--- config.mk ---
export PLATFORM = sky130hd
export DESIGN_NAME = mem_port_arbiter
export DESIGN_NICKNAME = d
export VERILOG_FILES = /design/src/rtl/mem_port_arbiter.sv
export SDC_FILE = /design/constraint.sdc
export NUM_CORES = 1
export LEC_CHECK = 0
export CAP_MARGIN = 20
export CORE_MARGIN = 1
export CORE_UTILIZATION = 30
export DETAILED_ROUTE_END_ITERATION = 8
export PLACE_DENSITY = 0.66
export SLEW_MARGIN = 10
export SYNTH_ARGS = -nofsm -noshare
export SYNTH_HDL_FRONTEND = slang
export SYNTH_SLANG_ARGS = --single-unit
--- constraint.sdc ---
create_clock -name clk -period 4.9 [get_ports clk]
set_input_delay 0.98 -clock clk [delete_from_list [all_inputs] [get_ports clk]]
set_output_delay 0.98 -clock clk [all_outputs]
set_load 0.01 [all_outputs]
--- src/rtl/mem_port_arbiter.sv ---
// Arbitrates one fixed-latency single-port memory between the fetch port and the load/store port.
// Define ARB_PERF_EN to add saturating stall-cycle counters (perf_if_stall, perf_d_stall).
module mem_port_arbiter #(
    parameter int ADDR_W     = 32,
    parameter int DATA_W     = 32,
    parameter int MEM_LAT    = 2,
    parameter int STARVE_MAX = 4
) (
    input  logic              clk,
    input  logic              rst,
    input  logic              if_req,
    input  logic [ADDR_W-1:0] if_addr,
    output logic [DATA_W-1:0] if_rdata,
    output logic              if_valid,
    input  logic              d_rd,
    input  logic              d_wr,
    input  logic [ADDR_W-1:0] d_addr,
    input  logic [DATA_W-1:0] d_wdata,
    output logic [DATA_W-1:0] d_rdata,
    output logic              d_valid,
    output logic              stall_if,
    output logic              stall_mem,
    output logic              mem_en,
    output logic              mem_we,
    output logic [ADDR_W-1:0] mem_addr,
    output logic [DATA_W-1:0] mem_wdata,
    input  logic [DATA_W-1:0] mem_rdata
`ifdef ARB_PERF_EN
    ,
    output logic [31:0]       perf_if_stall,
    output logic [31:0]       perf_d_stall
`endif
);

    typedef enum logic [1:0] {IDLE, IF_ACC, D_ACC} state_t;

    localparam logic [3:0] LAT_LAST   = 4'(MEM_LAT - 1);
    localparam logic [3:0] STREAK_MAX = 4'(STARVE_MAX);

    state_t            state_q;
    logic [3:0]        lat_cnt_q;
    logic [3:0]        d_streak_q;
    logic              sel_we_q;
    logic              mem_en_q;
    logic              mem_we_q;
    logic [ADDR_W-1:0] addr_q;
    logic [DATA_W-1:0] wdata_q;
    logic [DATA_W-1:0] if_rdata_q;
    logic [DATA_W-1:0] d_rdata_q;
    logic              if_valid_q;
    logic              d_valid_q;
    logic              d_req;

    assign d_req = d_rd | d_wr;

    always_ff @(posedge clk) begin
        if (rst) begin
            state_q    <= IDLE;
            lat_cnt_q  <= '0;
            d_streak_q <= '0;
            sel_we_q   <= 1'b0;
            mem_en_q   <= 1'b0;
            mem_we_q   <= 1'b0;
            addr_q     <= '0;
            wdata_q    <= '0;
            if_rdata_q <= '0;
            d_rdata_q  <= '0;
            if_valid_q <= 1'b0;
            d_valid_q  <= 1'b0;
        end else begin
            mem_en_q   <= 1'b0;
            mem_we_q   <= 1'b0;
            if_valid_q <= 1'b0;
            d_valid_q  <= 1'b0;
            case (state_q)
                IDLE: begin
                    // Requests seen during a valid pulse are the ones just served, so no grant then.
                    if (!if_valid_q && !d_valid_q) begin
                        if (if_req && (!d_req || d_streak_q == STREAK_MAX)) begin
                            state_q    <= IF_ACC;
                            d_streak_q <= '0;
                            addr_q     <= if_addr;
                            sel_we_q   <= 1'b0;
                            mem_en_q   <= 1'b1;
                            lat_cnt_q  <= '0;
                        end else if (d_req) begin
                            state_q    <= D_ACC;
                            addr_q     <= d_addr;
                            wdata_q    <= d_wdata;
                            sel_we_q   <= d_wr;
                            mem_we_q   <= d_wr;
                            mem_en_q   <= 1'b1;
                            lat_cnt_q  <= '0;
                            if (!if_req) begin
                                d_streak_q <= '0;
                            end else if (d_streak_q != STREAK_MAX) begin
                                d_streak_q <= d_streak_q + 4'd1;
                            end
                        end
                    end
                end
                IF_ACC, D_ACC: begin
                    lat_cnt_q <= lat_cnt_q + 4'd1;
                    if (lat_cnt_q == LAT_LAST) begin
                        state_q <= IDLE;
                        if (state_q == IF_ACC) begin
                            if_rdata_q <= mem_rdata;
                            if_valid_q <= 1'b1;
                        end else begin
                            if (!sel_we_q) begin
                                d_rdata_q <= mem_rdata;
                            end
                            d_valid_q <= 1'b1;
                        end
                    end
                end
                default: state_q <= IDLE;
            endcase
        end
    end

    assign if_rdata  = if_rdata_q;
    assign if_valid  = if_valid_q;
    assign d_rdata   = d_rdata_q;
    assign d_valid   = d_valid_q;
    assign mem_en    = mem_en_q;
    assign mem_we    = mem_we_q;
    assign mem_addr  = addr_q;
    assign mem_wdata = wdata_q;
    assign stall_if  = if_req & ~if_valid_q;
    assign stall_mem = d_req & ~d_valid_q;

`ifdef ARB_PERF_EN
    logic [31:0] perf_if_q;
    logic [31:0] perf_d_q;

    always_ff @(posedge clk) begin
        if (rst) begin
            perf_if_q <= '0;
            perf_d_q  <= '0;
        end else begin
            if (stall_if && perf_if_q != 32'hFFFF_FFFF) begin
                perf_if_q <= perf_if_q + 32'd1;
            end
            if (stall_mem && perf_d_q != 32'hFFFF_FFFF) begin
                perf_d_q <= perf_d_q + 32'd1;
            end
        end
    end

    assign perf_if_stall = perf_if_q;
    assign perf_d_stall  = perf_d_q;
`endif

endmodule

==> run_results.csv <==
group,metric,value,unit
power_and_ir_drop,p_clk_frac,0.383,
route,firstDrtPassIters,6,
timing,worst_slew_pin_slew,938,ps
clock_network,clock-sinks,143,
clock_network,clkTransAtPathRegs,60,ps
timing,hold_ws,451,ps
timing,finalHoldViolations,0,
floorplan,initial_core_util,0.308,
power_and_ir_drop,p_total,0.00335,W
critical_path,worstPathRequired,3920,ps
floorplan,row_count,49,
layout,nNetsFinal,1077,
route,drt_iter0_drc,197,
job,max-cap-violations,0,
timing,relSlewSlack,0.375,
floorplan,die_area,19000,um2
power_and_ir_drop,seqPwrFrac,0.396,
synth,yosys_warnings,0,
critical_path,crit_arrival,2380,ps
clock_network,h-tree-depth,4,
outcome,status,"complete, no violations",
floorplan,io_pins,267,
timing,fmax,0.298,GHz
critical_path,cp_max_fo,6,
power_and_ir_drop,p_int,0.00240,W
clock_network,cts_tree,"built",
route,ant_nets,0,
clock_network,cts_resized,0,
clock_network,clockRootBuffer,"clkbuf_16",
clock_network,clockBufferDepth,2,
synth,netlist_instances,696,
synth,synth_async_sr_flop_share,0,
power_and_ir_drop,p_leak,3.21,nW
global_route,grt_first_pass_wirelength,26000,um
synth,syn_area_per_cell,7.97,um2
synth,ys_seq_area_frac,0.516,
layout,drive_gt1_frac,0.0673,
critical_path,r2r-end,"if_rdata[2]$_SDFFE_PP0P_",
global_route,grt_util_all_layers,0.177,
global_route,grt_overflow,0,
critical_path,worstReg2RegStart,"state_q[0]$_SDFFE_PP0P_",
clock_network,clock_latency,410,ps
critical_path,critPathLaunchType,"primary input",
clock_network,numCtsBuffers,17,
synth,synth_edf_count,0,
floorplan,core-area,18000,um2
placed_design,portBuffers,266,
placed_design,placed_area,8330,um2
worst_hold_path,hp-class,"register to register",
placed_design,place.gp.congestion,0.768,
synth,yosysMostFrequentCell,"nand2_1",
power_and_ir_drop,swShare,0.282,
synth,synthTopCellsByCount,"nand2_1 (265), dfxtp_1 (143), a21oi_1 (101)",
layout,antennaDiodeCount,0,
global_route,antenna_found_initial,0,
timing,period_needed,3360,ps
route,vias,5507,
route,drc,0,
synth,synthFlopType,"dfxtp_1",
critical_path,reg2reg_slack,2720,ps
placed_design,hpwl,11300,um
synth,syn-num-nets,835,
route,wire_per_inst,14.3,um
timing,fin_crit_sh,0.686,
timing,fin_setup_tns,0,ps
timing,maxSlewViolCount,0,
power_and_ir_drop,p_switching,0.000942,W
synth,yosys-top-cells-area,"dfxtp_1 (52%), nand2_1 (18%), a21oi_1 (9.1%)",
worst_hold_path,whs_path_depth,2,
synth,synth_area_leader_cell,"dfxtp_1",
critical_path,crit_path_end_kind,"output pin",
layout,syn_to_final_growth,60.7,%
synth,ys_types,37,
synth,synth-seq-cells,143,
worst_hold_path,min_to,"d_rdata[10]$_SDFFE_PP0P_",
power_and_ir_drop,power_per_cell_area,375,nW/um2
timing,setup_viol,0,
route,finalWirelength,16900,um
timing,rsz0062_at_grt,"false",
floorplan,die_h,138,um
power_and_ir_drop,irDropWorstVdd,0.000217,V
critical_path,r2r_cells,6,
worst_hold_path,hp-start,"d_rdata[10]$_SDFFE_PP0P_",
floorplan,die_w,138,um
synth,synth_top_area_share,0.516,
timing,fin_worst_skew,9.50,ps
power_and_ir_drop,p_comb_frac,0.221,
critical_path,startpoint,"if_req",
clock_network,cts_hold_buf,0,
route,viasPerCell,4.67,
synth,syn-cell-area,5550,um2
layout,stdcell_area,8910,um2
critical_path,path_class,"primary input to output pin",
global_route,grt_max_degree,79,
clock_network,postCtsSetupRepairBufs,0,
global_route,grt_pass1_vias,5050,
## how the worst max path moves through the flow
stage | to | cells after the start
after floorplan | stall_mem | 2
final | stall_if | 3
after detailed placement | stall_if | 3
after global routing | stall_if | 3
after CTS | stall_if | 3
after global placement | stall_if | 3
## state kept, by name, summed over array words and instances, names as in the netlist
register / cells
d_rdata: 32
if_rdata: 32
mem_addr: 32
mem_wdata: 32
d_streak_q: 4
lat_cnt_q: 4
state_q: 2
d_valid: 1
if_valid: 1
mem_en: 1
mem_we: 1
sel_we_q: 1
## through the flow
step / setup WS, ps / utilization / instances
finish: 1540 / 0.495 / 1180
global route: 1470 / 0.495 / 1180
CTS: 1530 / 0.495 / 1180
detailed placement: 1530 / 0.462 / 1148
global placement: 1570 / 0.462 / 1148
floorplan: 2670 / - / 696
## per-layer routing
layer  part of all wire  global-route usage  up-vias
met5                  0                   0        -
met4             0.0092              0.0550        0
met3              0.080              0.0599       13
met2               0.48               0.301      186
met1               0.43               0.208     2511
li1                   -                   -     2797
## kinds of logic (layout without fill, tap and decap cells)
group | count (synthesis) | count (layout) | synth area share
simple gates | 338 | 338 | 0.246
compound gates | 151 | 151 | 0.176
flops | 143 | 143 | 0.516
fa+ha+maj | 6 | 6 | 0.0135
buf+inv | 58 | 313 | 0.0489
## area by class of cell
cell class | count | area (um2)
clock buffer | 17 | 425
inverter | 7 | 26.3
timing repair buffer | 274 | 2730
multi-input combinational | 495 | 2420
sequential | 143 | 2860
fill | 1768 | 9110
clock inverter | 15 | 159
tap | 229 | 287
## cells in the final DEF (no fill, tap or decap), types with 2 or more instances in the layout
cell type / Yosys / final
inv_1: 7 / 7
nand3_1: 9 / 9
clkdlybuf4s50_1: 0 / 265
a21oi_1: 101 / 101
nand2_1: 265 / 265
inv_6: 0 / 5
bufinv_16: 0 / 2
nor3_1: 3 / 3
clkinvlp_4: 0 / 3
a311oi_2: 10 / 10
a21bo_2: 2 / 2
ha_1: 6 / 6
clkbuf_16: 0 / 17
buf_4: 0 / 8
clkinv_4: 0 / 2
o21ai_0: 6 / 6
clkinv_2: 0 / 3
or2_2: 4 / 4
dfxtp_1: 143 / 143
a31oi_1: 2 / 2
a311oi_1: 22 / 22
nand4b_1: 2 / 2
nor2_1: 44 / 43
## worst max-delay path: stages
cell and delay [ps]:
clkdlybuf4s50_1 610, nor2b_1 180, clkdlybuf4s50_1 600
## power by group through the flow
stage	combinational [W]	sequential, W	clock, W
after floorplan	0.000323	0.00140	0
after global placement	0.000740	0.00135	0
after detailed placement	0.000745	0.00135	0
after CTS	0.000749	0.00133	0.00132
after global routing	0.000803	0.00134	0.00138
final	0.000738	0.00133	0.00128
Note: power is estimated with default switching activity, not from simulation.
